--- src/rtl/sd_sram_block_writer_if.sv ---
// Bundles the two handshakes of the SD-to-SRAM block writer.
//   in_data / in_valid / in_ready : 32-bit word stream from the SD data-out select stage
//   sram_wdata / sram_addr / sram_wen / sram_ack : SRAM write port
// The writer uses the master modport: it is the sink of the word stream and
// the requester on the SRAM port. The surrounding logic (or a testbench)
// uses the slave modport.
interface sd_sram_block_writer_if #(
  parameter int ADDR_W = 16
);
  logic [31:0]       in_data;
  logic              in_valid;
  logic              in_ready;
  logic [31:0]       sram_wdata;
  logic [ADDR_W-1:0] sram_addr;
  logic              sram_wen;
  logic              sram_ack;

  modport master (
    input  in_data, in_valid, sram_ack,
    output in_ready, sram_wdata, sram_addr, sram_wen
  );

  modport slave (
    output in_data, in_valid, sram_ack,
    input  in_ready, sram_wdata, sram_addr, sram_wen
  );
endinterface

--- src/rtl/sd_sram_block_writer.sv ---
// SD SRAM block writer.
// Accepts the selected 32-bit SD word stream into a small FIFO and writes one
// block of BLOCK_WORDS words to consecutive SRAM addresses, starting at a base
// address latched on start. block_done pulses for one cycle once the last word
// of the block has been accepted by the SRAM.
// Ports:
//   clk, n_rst  : clock (rising edge) and asynchronous active-low reset
//   start       : begin a block (IDLE only); base_addr is latched at the same time
//   abort       : synchronous abort; flushes the FIFO and returns to IDLE
//   bus         : word-stream and SRAM-write handshakes (master modport)
//   busy        : block in progress (state != IDLE)
//   block_done  : one-cycle completion pulse
module sd_sram_block_writer #(
  parameter int DEPTH       = 4,
  parameter int ADDR_W      = 16,
  parameter int BLOCK_WORDS = 128
) (
  input  logic                  clk,
  input  logic                  n_rst,
  input  logic                  start,
  input  logic                  abort,
  input  logic [ADDR_W-1:0]     base_addr,
  sd_sram_block_writer_if.master bus,
  output logic                  busy,
  output logic                  block_done
);

  localparam int PTR_W = $clog2(DEPTH);
  localparam int OCC_W = PTR_W + 1;
  localparam int CNT_W = $clog2(BLOCK_WORDS) + 1;

  typedef enum logic [1:0] {
    IDLE   = 2'd0,
    ACTIVE = 2'd1,
    DONE   = 2'd2
  } state_t;

  state_t             state, next_state;
  logic [31:0]        mem [DEPTH];
  logic [PTR_W-1:0]   wr_ptr, rd_ptr;
  logic [OCC_W-1:0]   occ;
  logic [CNT_W-1:0]   accepted, written;
  logic [ADDR_W-1:0]  addr;

  logic in_ready_c, wen_c;
  logic full, empty, start_ok, push, pop, last_pop;

  assign full     = (occ == OCC_W'(DEPTH));
  assign empty    = (occ == '0);
  assign start_ok = (state == IDLE) && start && !abort;
  assign push     = bus.in_valid && in_ready_c;
  assign pop      = wen_c && bus.sram_ack;
  // Leave ACTIVE on the edge that commits the last word, so DONE is the cycle
  // right after the final ack.
  assign last_pop = pop && (written == CNT_W'(BLOCK_WORDS - 1));

  // State register.
  // NOTE: sequential state uses non-blocking assignments so every flop samples
  // pre-edge values regardless of process ordering.
  always_ff @(posedge clk or negedge n_rst) begin
    if (!n_rst) state <= IDLE;
    else        state <= next_state;
  end

  // Next-state logic; abort wins over every other transition.
  // NOTE: combinational blocks assign a default first so no path infers a latch.
  always_comb begin
    next_state = state;
    unique case (state)
      IDLE:    if (start_ok) next_state = ACTIVE;
      ACTIVE:  if (abort) next_state = IDLE;
               else if (last_pop) next_state = DONE;
      DONE:    next_state = IDLE;
      default: next_state = IDLE;
    endcase
  end

  // Output logic, purely from registers (plus nothing from the inputs), so
  // the SRAM request holds steady until acknowledged.
  always_comb begin
    in_ready_c = (state == ACTIVE) && !full && (accepted < CNT_W'(BLOCK_WORDS));
    wen_c      = (state == ACTIVE) && !empty;
    busy       = (state != IDLE);
    block_done = (state == DONE);
  end

  assign bus.in_ready   = in_ready_c;
  assign bus.sram_wen   = wen_c;
  assign bus.sram_addr  = addr;
  // Gate the head so stale or uninitialised storage never shows on the bus.
  assign bus.sram_wdata = wen_c ? mem[rd_ptr] : '0;

  // FIFO storage.
  // NOTE: the data array has no reset; validity is carried by the pointers and
  // occupancy, which are reset, so the storage can map onto plain RAM cells.
  always_ff @(posedge clk) begin
    if (push && !abort) mem[wr_ptr] <= bus.in_data;
  end

  // Pointers, occupancy, block counters and write address.
  always_ff @(posedge clk or negedge n_rst) begin
    if (!n_rst) begin
      wr_ptr   <= '0;
      rd_ptr   <= '0;
      occ      <= '0;
      accepted <= '0;
      written  <= '0;
      addr     <= '0;
    end else if (abort) begin
      wr_ptr <= '0;
      rd_ptr <= '0;
      occ    <= '0;
    end else begin
      if (start_ok) begin
        addr     <= base_addr;
        accepted <= '0;
        written  <= '0;
      end
      if (push) begin
        wr_ptr   <= wr_ptr + PTR_W'(1);
        accepted <= accepted + CNT_W'(1);
      end
      if (pop) begin
        rd_ptr  <= rd_ptr + PTR_W'(1);
        addr    <= addr + ADDR_W'(1);
        written <= written + CNT_W'(1);
      end
      if (push && !pop)      occ <= occ + OCC_W'(1);
      else if (pop && !push) occ <= occ - OCC_W'(1);
    end
  end

endmodule

--- src/flat_wrapper.sv ---
// flat-port wrapper written by rule: the top's interface ports become plain ports
module sd_sram_block_writer_flat 
#(
  parameter int DEPTH       = 4,
  parameter int ADDR_W      = 16,
  parameter int BLOCK_WORDS = 128
)
  (clk, n_rst, start, abort, base_addr, busy, block_done, bus_in_data, bus_in_valid, bus_sram_ack, bus_in_ready, bus_sram_wdata, bus_sram_addr, bus_sram_wen);
  sd_sram_block_writer_if #(.ADDR_W(ADDR_W)) bus_i ();
  input  logic clk;
  input  logic n_rst;
  input  logic start;
  input  logic abort;
  input  logic [ADDR_W-1:0] base_addr;
  output logic busy;
  output logic block_done;
  input wire logic [$bits(bus_i.in_data)-1:0] bus_in_data;
  input wire logic [$bits(bus_i.in_valid)-1:0] bus_in_valid;
  input wire logic [$bits(bus_i.sram_ack)-1:0] bus_sram_ack;
  output wire logic [$bits(bus_i.in_ready)-1:0] bus_in_ready;
  output wire logic [$bits(bus_i.sram_wdata)-1:0] bus_sram_wdata;
  output wire logic [$bits(bus_i.sram_addr)-1:0] bus_sram_addr;
  output wire logic [$bits(bus_i.sram_wen)-1:0] bus_sram_wen;
  assign bus_i.in_data = bus_in_data;
  assign bus_i.in_valid = bus_in_valid;
  assign bus_i.sram_ack = bus_sram_ack;
  assign bus_in_ready = bus_i.in_ready;
  assign bus_sram_wdata = bus_i.sram_wdata;
  assign bus_sram_addr = bus_i.sram_addr;
  assign bus_sram_wen = bus_i.sram_wen;
  sd_sram_block_writer #(.DEPTH(DEPTH), .ADDR_W(ADDR_W), .BLOCK_WORDS(BLOCK_WORDS)) u_core (.clk(clk), .n_rst(n_rst), .start(start), .abort(abort), .base_addr(base_addr), .bus(bus_i), .busy(busy), .block_done(block_done));
endmodule
--- config.mk ---
export PLATFORM = sky130hd
export DESIGN_NAME = sd_sram_block_writer_flat
export DESIGN_NICKNAME = d
export VERILOG_FILES = /design/src/rtl/sd_sram_block_writer_if.sv /design/src/rtl/sd_sram_block_writer.sv /design/src/flat_wrapper.sv
export SDC_FILE = /design/constraint.sdc
export NUM_CORES = 1
export LEC_CHECK = 0
export CORE_AREA = 2 2 131 133
export CTS_BUF_LIST = sky130_fd_sc_hd__clkbuf_8
export DETAILED_ROUTE_END_ITERATION = 8
export DIE_AREA = 0 0 133 135
export GPL_ROUTABILITY_DRIVEN = 0
export PLACE_DENSITY = 0.67
export SYNTH_ARGS = -nofsm -noshare
export SYNTH_HDL_FRONTEND = slang
export SYNTH_SLANG_ARGS = --single-unit
--- constraint.sdc ---
create_clock -name clk -period 5.96 [get_ports clk]
set_input_delay 1.192 -clock clk [delete_from_list [all_inputs] [get_ports clk]]
set_output_delay 1.192 -clock clk [all_outputs]
set_load 0.01 [all_outputs]
==> run metrics, run 1 <==
Post-Route Utilization=54.6%; number of hold buffers added after CTS=0; clock input transition at the sequential cells of the worst setup and hold paths=90 ps; Die X-Extent=133 um; count of final max-slew check failures=0; startpoint of the most critical register-to-register path=u_core.state[0]; area of placed instances=0.00855 sq mm; clock tree from TritonCTS=yes; number of vias after detailed routing=4434; Yosys warning total=0; DR iter-0 viols=256; average wire per cell in the routed design=18.7 um; post-synthesis cell area=0.00731 sq mm; Filler Cell Count=1285; Worst Hold Depth=1; Layout Area Growth over Synthesis=22.6%; period utilisation layout=67.4%; average footprint of a synthesized cell=15.7 sq um; biggest fanout along the worst timing path=22; number of antenna violations at the first check in global routing=0; pin count of the biggest net entering global routing=42; switching power=0.652 mW; share of power burned in registers=53.7%; CP startpoint=u_core.rd_ptr[0]; power share of the clock group=31.1%; PwrDens=291 mW/mm^2; largest stage delay on the critical path=650 ps; final setup vio count=0; number of unique standard cell types used by synthesis=63; post-CTS resize count=0; Post-Layout Inst Area=0.00895 sq mm; clock network latency to the later pin of the worst-skew pair=440 ps; outcome=finished, final reports clean; Max Clock Skew=12.3 ps; first-pass GRT wire length=24.3 mm; static leakage power=3.02 nW; proportion of register bits with asynchronous set or reset after synthesis=24.3%; Post-Syn Nets=528; tightest slew margin relative to the limit=26.8%; class of the most critical setup path=reg -> out; TritonCTS Buffers=17; Num Clock Sinks=169; count of flip-flops with a built-in enable after synthesis=128; Inst Count DP=768; count of H-tree levels built during CTS=4; total detailed-routing wirelength=15.0 mm; minimum period implied by the final worst setup slack=4020 ps; Pre-Repair DR Iteration Count=4; prevailing post-synth register cell=edfxtp_1; cell at the slowest stage of the critical path=dfrtp_2; endpoints failing hold=0; combinational share of power=15.2%; path depth of the worst reg2reg path=7; capturing element type of the critical path=output pin; CP Data Arrival Time=2820 ps; DRC errors left=0; net switching fraction of the power=25.0%; antenna violation net count after detailed routing=0; Peak supply drop=132 uV; Core Area=0.0164 sq mm; overall overflow remaining after global route=0; post-layout instance count excluding filler cells=800; FP Rows=47; Die Outline Area=0.0180 sq mm; buffers added on ports=105; unrepaired setup endpoints after global routing=no; count of mapped cells out of synthesis=466; GRT Resource Usage Total=17.7%; pre-CTS worst setup slack=1900 ps; top-level port count=106; count of maximum capacitance violations=0; data required time of the worst path=4770 ps; critical path, cell by cell=buf_4, mux4_2, nor2b_1, clkdlybuf4s50_1; Max Clk Rate=249 MHz; via count of the first global-routing pass=4635; Root Driver=clkbuf_8; Final TNS setup=0 ps; maximum buffer depth of the clock tree=2; vertical die dimension=135 um; fraction of layout cells with a size suffix above 1=14.7%; startpoint of the worst hold path=u_core.accepted[3]; type of origin of the critical path=flop; flop and latch count out of synthesis=169; Min-Delay Path Class=reg -> reg; DPL Wire Length=9.58 mm; setup slack of the critical path after layout=1940 ps; drt via density=5.54; Post CTS Setup Buffer Count=0; Post-layout nets=629; internal power component=1.95 mW; portion of the post-synthesis area used by sequential elements=66.7%; initial cell density of the core=44.5%; ANT cells=0; measured slew at the worst slew-check pin=1100 ps
==> layer usage <==
metal	GRT usage (%)	wire length (um)
met5	0	0
met4	5.56	212
met3	4.73	904
met2	29.1	7160
met1	23.2	6680
==> cell families after synthesis <==
kind of cell / synth area share, %
buffers and inverters: 2.11
muxes: 11.6
xor gates and xnor gates: 0.719
adders and majority gates: 1.47
and+or+nand+nor: 12.1
AOI/OAI and AO/OA: 5.43
DFF: 66.7
==> cell usage after synthesis, types with 3 or more instances <==
cell type  count  area [sq um]
mux4_2        32           721
ha_1           7          87.6
nor2b_1       34           213
nor2_1        16          60.1
dfrtp_1       41          1030
or4_1          4          30.0
mux2_2         3          33.8
nand2b_1       3          18.8
and3_1         6          37.5
a311oi_1       3          26.3
mux2i_1        9          90.1
nand4_1        8          50.1
a21oi_1       17          85.1
buf_2          6          30.0
o31ai_1        4          30.0
xnor2_1        5          43.8
nand3_1       13          65.1
and2_1         5          31.3
nand2_1       23          86.3
nor3_1         6          30.0
o21ai_0        9          45.0
and4_1         4          35.0
nor4_1         4          25.0
inv_1          9          33.8
edfxtp_1     128          3840
clkbuf_1      18          67.6
or3_1          5          31.3
==> cell type report <==
cell class / instances / area [sq um] / area share (%)
well taps: 220 / 275 / 3.07
inverters: 9 / 33.8 / 0.377
clock inverters: 14 / 158 / 1.76
clock buffers: 18 / 248 / 2.77
multi-input cells: 261 / 2290 / 25.5
flip-flops and latches: 169 / 4870 / 54.4
repair buffers: 109 / 1080 / 12.1
==> final timing paths <==
path                                            to  slack, ps
setup / recovery                 bus_sram_wdata[1]       1940
hold / removal                  u_core.accepted[3]        480
setup reg to reg                     u_core.occ[2]       2980
hold reg to reg                 u_core.accepted[3]        480
max in group asynchronous         u_core.rd_ptr[1]       4350
min in group asynchronous  u_core.bus.sram_addr[1]       1190
==> cell usage in the layout, fill, tap and decap left out, types with 3 or more instances in the layout <==
| cell | synthesis | final |
|---|---|---|
| a21oi_1 | 17 | 17 |
| mux2_2 | 3 | 3 |
| or3_1 | 5 | 5 |
| nand3_1 | 13 | 13 |
| and2_2 | 0 | 4 |
| clkinv_2 | 0 | 4 |
| nor2_1 | 16 | 16 |
| buf_4 | 1 | 4 |
| nor2b_1 | 34 | 34 |
| o21ai_0 | 9 | 9 |
| a311oi_1 | 3 | 3 |
| nand2_1 | 23 | 23 |
| edfxtp_1 | 128 | 128 |
| mux4_2 | 32 | 32 |
| nand2b_1 | 3 | 3 |
| o31ai_1 | 4 | 4 |
| xnor2_1 | 5 | 5 |
| mux2i_1 | 9 | 9 |
| and3_1 | 6 | 6 |
| clkbuf_8 | 0 | 18 |
| and4_1 | 4 | 4 |
| nor3_1 | 6 | 6 |
| clkdlybuf4s50_1 | 0 | 105 |
| bufinv_16 | 0 | 3 |
| inv_1 | 9 | 12 |
| nand4_1 | 8 | 8 |
| or4_1 | 4 | 4 |
| dfrtp_1 | 41 | 39 |
| nor4_1 | 4 | 4 |
| ha_1 | 7 | 7 |
==> power groups by stage <==
stage	clock, mW	combinational (mW)	sequential, mW
3_3_place_gp	0	0.393	1.42
4_1_cts	0.838	0.401	1.40
3_5_place_dp	0	0.399	1.42
2_1_floorplan	0	0.201	1.41
6_report	0.811	0.396	1.40
5_1_grt	0.892	0.433	1.41
==> registers in the layout, indices dropped and copies added (netlist names) <==
register / cells
u_core.accepted: 8
u_core.bus.sram_addr: 16
u_core.mem: 128
u_core.occ: 3
u_core.rd_ptr: 2
u_core.state: 2
u_core.wr_ptr: 2
u_core.written: 8
==> critical path, delay by kind of cell, from the launching register on <==
| family | cells | cell delay [ps] |
|---|---|---|
| buffers and inverters | 2 | 1000 |
| multiplexers | 1 | 550 |
| flip-flops | 1 | 650 |
| AND/OR/NAND/NOR | 1 | 180 |
==> stage by stage <==
stage / power, mW / hold WS [ps]
after floorplan: 1.61 / 445
after global placement: 1.81 / 468
after global routing: 2.73 / 521
after CTS: 2.63 / 485
final: 2.61 / 485
after detailed placement: 1.82 / 471
No activity file was read; power rests on OpenSTA's default activity.
==> run 2, diff against run 1 <==
==> constraint.sdc (replaced) <==
create_clock -name clk -period 4 [get_ports clk]
set_input_delay 0.8 -clock clk [delete_from_list [all_inputs] [get_ports clk]]
set_output_delay 0.8 -clock clk [all_outputs]
set_load 0.01 [all_outputs]
==> run 2 against run 1 <==
Cell count is 1.0% higher. Largest power group unchanged. Critical path type unchanged. Clock skew down 1.3 ps. Power grew 45%. Clock power grew 36%. Sequential share of layout area shrank 0.40 points.
==> run metrics, run 2 (synthesis results as in run 1) <==
outcome=finished, final reports clean; pin count of the biggest net entering global routing=42 (unchanged); vertical die dimension=135 um (unchanged); fraction of layout cells with a size suffix above 1=16.0% (+1.3 points); CP Data Arrival Time=2590 ps (-230 ps); Post-Route Utilization=55.0% (+0.40 points); Pre-Repair DR Iteration Count=5 (+1); FP Rows=47 (unchanged); unrepaired setup endpoints after global routing=no; Max Clock Skew=11.0 ps (-1.31 ps); final setup vio count=0 (unchanged); Final TNS setup=0 ps (unchanged); clock network latency to the later pin of the worst-skew pair=440 ps (about the same); Peak supply drop=220 uV (+67%); number of antenna violations at the first check in global routing=0 (unchanged); drt via density=5.49 (-0.88%); startpoint of the most critical register-to-register path=u_core.occ[0]; Inst Count DP=776 (+1.0%); via count of the first global-routing pass=4599 (-0.78%); first-pass GRT wire length=24.4 mm (+0.40%); count of maximum capacitance violations=0 (unchanged); data required time of the worst path=3200 ps (-1570 ps); buffers added on ports=105 (unchanged); average wire per cell in the routed design=18.6 um (-0.29%); most common cell after layout, fill and taps aside=edfxtp_1; PwrDens=419 mW/mm^2 (+44%); path depth of the worst reg2reg path=7 (unchanged); reg2reg setup slack=1560 ps (-1420 ps); antenna violation net count after detailed routing=0 (unchanged); count of H-tree levels built during CTS=4 (unchanged); Filler Cell Count=1305 (+1.6%); multi-input gate area in the final layout=0.00229 sq mm (unchanged); biggest fanout along the worst timing path=33 (+50%); end point of the most critical hold path=u_core.accepted[3]; overall overflow remaining after global route=0 (unchanged); count of final max-slew check failures=0 (unchanged); TritonCTS Buffers=17 (unchanged); Die Outline Area=0.0180 sq mm (unchanged); DRC errors left=0 (unchanged); class of the most critical setup path=reg -> out; capturing element type of the critical path=output pin; clock tree from TritonCTS=yes; post-CTS resize count=0 (unchanged); Max Clk Rate=295 MHz; initial cell density of the core=44.5% (unchanged); type of origin of the critical path=flop; Worst Hold Depth=1 (unchanged); measured slew at the worst slew-check pin=1040 ps (-52.9 ps); endpoints failing hold=0 (unchanged); GRT Resource Usage Total=17.7% (+0.076 points); Die X-Extent=133 um (unchanged); Layout Area Growth over Synthesis=23.5%; pre-CTS worst setup slack=698 ps (-1200 ps); Post-layout nets=637 (+1.3%); maximum buffer depth of the clock tree=2 (unchanged); setup slack of the critical path after layout=607 ps (-1340 ps); Num Clock Sinks=169 (unchanged); Core Area=0.0164 sq mm (unchanged); minimum period implied by the final worst setup slack=3390 ps; clock input transition at the sequential cells of the worst setup and hold paths=90 ps (about the same); static leakage power=3.02 nW (about the same); Largest register FFs=128 (unchanged); Post CTS Setup Buffer Count=0 (unchanged); DR iter-0 viols=339 (+32%); total detailed-routing wirelength=15.1 mm (+0.70%); top-level port count=106 (unchanged); Root Driver=clkbuf_8; ANT cells=0 (unchanged); largest reg by FF count=u_core.mem; Crit Reg-Reg Endpoint=u_core.occ[2]; startpoint of the worst hold path=u_core.accepted[3]; Min-Delay Path Class=reg -> reg; number of vias after detailed routing=4439 (+0.11%); number of hold buffers added after CTS=0 (unchanged); post-layout instance count excluding filler cells=808 (+1.0%); tightest slew margin relative to the limit=30.3% (+3.5 points); commonest non-fill, non-tap cells in the layout=edfxtp_1 (128), clkdlybuf4s50_1 (105), dfrtp_1 (39), nor2b_1 (34), mux4_2 (32); DPL Wire Length=10.2 mm (+6.0%); area of all sequential standard cells=0.00487 sq mm (unchanged); period utilisation layout=84.8%
-- run 2: cell count changes in the layout (fill, tap and decap cells not counted) --
cell        previous run  this run
buf_4                  4         8
bufinv_16              3         1
inv_1                 12         9
buf_12                 0         4
clkinvlp_4             1         6
clkinv_2               4         2
clkbuf_8              18        17
inv_6                  0         2
inv_8                  1         0
clkinv_1               0         2
-- run 2: metal layers --
layer  up-vias  routed length, um  GRT usage, %
met5         -                  0             0
met4         0                163          5.68
met3        15                880          4.17
met2       160               7540          30.1
met1      2220               6470          22.8
li1       2044                  -             -
-- run 2: power breakdown --
group	total, mW	internal [mW]	switching [mW]
Combinational	0.603	0.326	0.277
Clock	1.10	0.489	0.607
Sequential	2.08	1.97	0.117
-- run 2: final cells by class --
type	instances	share of cell area [%]
repair buffers	117	13.2
well taps	220	3.05
clock inverters	15	1.41
multi-input cells	261	25.4
inverters	9	0.374
clock buffers	17	2.59
flip-flops and latches	169	54.0
-- run 2: critical path: stages, from the launching register on --
cell and delay, ps:
dfrtp_1 420, or3_1 530, nand3b_1 150, buf_4 380, nor2b_1 150, clkdlybuf4s50_1 510
-- run 2: worst max path at each step --
| stage | to | slack (ps) | start | cells past startpoint |
|---|---|---|---|---|
| after floorplan | u_core.mem[0][0] | 1300 | abort | 3 |
| after global placement | u_core.mem[0][28] | 760 | abort | 4 |
| after detailed placement | u_core.written[7] | 700 | abort | 5 |
| after CTS | bus_sram_wdata[1] | 550 | u_core.occ[2] | 5 |
| after global routing | bus_sram_wdata[1] | 450 | u_core.occ[2] | 5 |
| final | bus_sram_wdata[1] | 610 | u_core.occ[2] | 5 |
-- run 2: through the flow --
step                hold WS (ps)  area, sq um  total power, mW
floorplan                    445         7310             2.39
global placement             465         8660             2.71
detailed placement           479         8660             2.72
CTS                          492         9020             3.82
global route                 515         9020             3.96
finish                       496         9020             3.78
==> run 3, diff against run 2 <==
--- a/config.mk
+++ b/config.mk
@@ -10,7 +10,7 @@
 export DETAILED_ROUTE_END_ITERATION = 8
 export DIE_AREA = 0 0 133 135
 export GPL_ROUTABILITY_DRIVEN = 0
-export PLACE_DENSITY = 0.67
+export PLACE_DENSITY = 0.7
 export SYNTH_ARGS = -nofsm -noshare
 export SYNTH_HDL_FRONTEND = slang
 export SYNTH_SLANG_ARGS = --single-unit
==> constraint.sdc (replaced) <==
create_clock -name clk -period 3.1 [get_ports clk]
set_input_delay 0.62 -clock clk [delete_from_list [all_inputs] [get_ports clk]]
set_output_delay 0.62 -clock clk [all_outputs]
set_load 0.01 [all_outputs]
==> run 3 against run 2 <==
Sequential share of layout area fell by 0.53 points. Non-clock buffer count increased by 5. Via count rose by 0.56%. Cell area rose by 0.96%. Critical endpoint is now bus_sram_wdata[24]. Largest cell class unchanged. Largest power group unchanged.
==> run metrics, run 3 (synthesis results as in run 1) <==
FP Rows=47 (unchanged); CP Data Arrival Time=2340 ps (-250 ps); Filler Cell Count=1300 (-0.38%); clock input transition at the sequential cells of the worst setup and hold paths=90 ps (about the same); measured slew at the worst slew-check pin=528 ps (-514 ps); antenna violation net count after detailed routing=0 (unchanged); Die X-Extent=133 um (unchanged); post-layout instance count excluding filler cells=813 (+0.62%); Post CTS Setup Buffer Count=0 (unchanged); critical path, cell by cell=buf_12, mux4_2, nor2b_1, clkdlybuf4s50_1; endpoints failing hold=0 (unchanged); Pre-Repair DR Iteration Count=5 (unchanged); commonest non-fill, non-tap cells in the layout=edfxtp_1 (128), clkdlybuf4s50_1 (105), dfrtp_1 (40), nor2b_1 (34), mux4_2 (32); period utilisation layout=95.5%; Final TNS setup=0 ps (unchanged); static leakage power=3.08 nW (+2.0%); minimum period implied by the final worst setup slack=2960 ps; capturing element type of the critical path=output pin; Max Clk Rate=338 MHz; Die Outline Area=0.0180 sq mm (unchanged); count of H-tree levels built during CTS=4 (unchanged); unrepaired setup endpoints after global routing=no; DPL Wire Length=9.71 mm (-4.5%); Min-Delay Path Class=reg -> reg; total detailed-routing wirelength=15.0 mm (-0.36%); biggest fanout along the worst timing path=32 (-3.0%); final setup vio count=0 (unchanged); Inst Count DP=781 (+0.64%); first-pass GRT wire length=24.3 mm (-0.14%); outcome=finished, final reports clean; buffers added on ports=105 (unchanged); Peak supply drop=270 uV (+23%); PwrDens=540 mW/mm^2 (+29%); GRT Resource Usage Total=17.6% (-0.11 points); largest reg by FF count=u_core.mem; number of vias after detailed routing=4464 (+0.56%); clock network latency to the later pin of the worst-skew pair=450 ps (about the same); data required time of the worst path=2480 ps (-720 ps); via count of the first global-routing pass=4650 (+1.1%); pin count of the biggest net entering global routing=42 (unchanged); hold slack final=486 ps (-10.4 ps); DR iter-0 viols=290 (-14%); most common cell after layout, fill and taps aside=edfxtp_1; Root Driver=clkbuf_8; clock tree from TritonCTS=yes; CP startpoint=u_core.rd_ptr[0]; drt via density=5.49 (about the same); cell at the slowest stage of the critical path=mux4_2; Layout Area Growth over Synthesis=24.7%; overall overflow remaining after global route=0 (unchanged); number of antenna violations at the first check in global routing=0 (unchanged); count of final max-slew check failures=0 (unchanged); Max Clock Skew=12.5 ps (+1.47 ps); Num Clock Sinks=169 (unchanged); TritonCTS Buffers=17 (unchanged); Post-layout nets=642 (+0.78%); maximum buffer depth of the clock tree=2 (unchanged); startpoint of the worst hold path=u_core.accepted[3]; top-level port count=106 (unchanged); fraction of layout cells with a size suffix above 1=16.2% (+0.20 points); initial cell density of the core=44.5% (unchanged); average wire per cell in the routed design=18.5 um (-0.97%); ANT cells=0 (unchanged); Core Area=0.0164 sq mm (unchanged); tightest slew margin relative to the limit=64.8% (+35 points); DRC errors left=0 (unchanged); Largest register FFs=128 (unchanged); vertical die dimension=135 um (unchanged); largest stage delay on the critical path=550 ps (+20 ps); startpoint of the most critical register-to-register path=u_core.occ[1]; count of maximum capacitance violations=0 (unchanged); type of origin of the critical path=flop; class of the most critical setup path=reg -> out
-- run 3: routing by layer --
layer,up-vias,wire length [um],global-route usage [%]
met5,-,0,0
met4,0,117,5.91
met3,12,858,4.54
met2,158,7440,29.0
met1,2251,6590,23.1
li1,2043,-,-
-- run 3: power breakdown --
group | switching [mW] | total (mW) | internal (mW)
registers | 0.142 | 2.68 | 2.54
logic | 0.359 | 0.794 | 0.435
clock network | 0.749 | 1.45 | 0.701
total | 1.25 | 4.92 | 3.67
-- run 3: path summary, 6_finish.rpt --
path	slack [ps]	end	depth (start not counted)
min	490	u_core.accepted[3]	1
max	140	bus_sram_wdata[24]	4
max in group asynchronous	2090	u_core.rd_ptr[0]	2
max reg2reg	710	u_core.occ[2]	7
min reg2reg	490	u_core.accepted[3]	1
min in group asynchronous	600	u_core.bus.sram_addr[0]	2
-- run 3: through the flow --
step	cell area [sq um]	total power, mW	worst slack (ps)	util, %
2_1_floorplan	7310	3.09	575	-
3_3_place_gp	8720	3.49	322	53.2
3_5_place_dp	8720	3.51	282	53.2
4_1_cts	9100	4.97	8.51	55.4
5_1_grt	9110	5.15	11.8	55.5
6_report	9110	4.92	139	55.5
-- run 3: critical path: cells and delay by family (launching register included) --
| family | cells | cell delay (ps) |
|---|---|---|
| and+or+nand+nor | 1 | 160 |
| DFF | 1 | 420 |
| muxes | 1 | 550 |
| buffers and inverters | 2 | 750 |
-- run 3: what timing repair did --
| item | in CTS | in global routing |
|---|---|---|
| setup endpoints to repair | 33 | 33 |
| gates resized for setup | 2 | 2 |
| hold buffers | 0 | 0 |
-- run 3: area by class of cell --
type | instances | area [sq um] | share of cell area [%]
clock buffer | 17 | 234 | 2.57
clock inverter | 15 | 135 | 1.48
inverter | 9 | 33.8 | 0.371
multi-input combinational | 261 | 2290 | 25.2
sequential | 169 | 4870 | 53.5
tap | 220 | 275 | 3.02
timing repair buffer | 122 | 1270 | 13.9
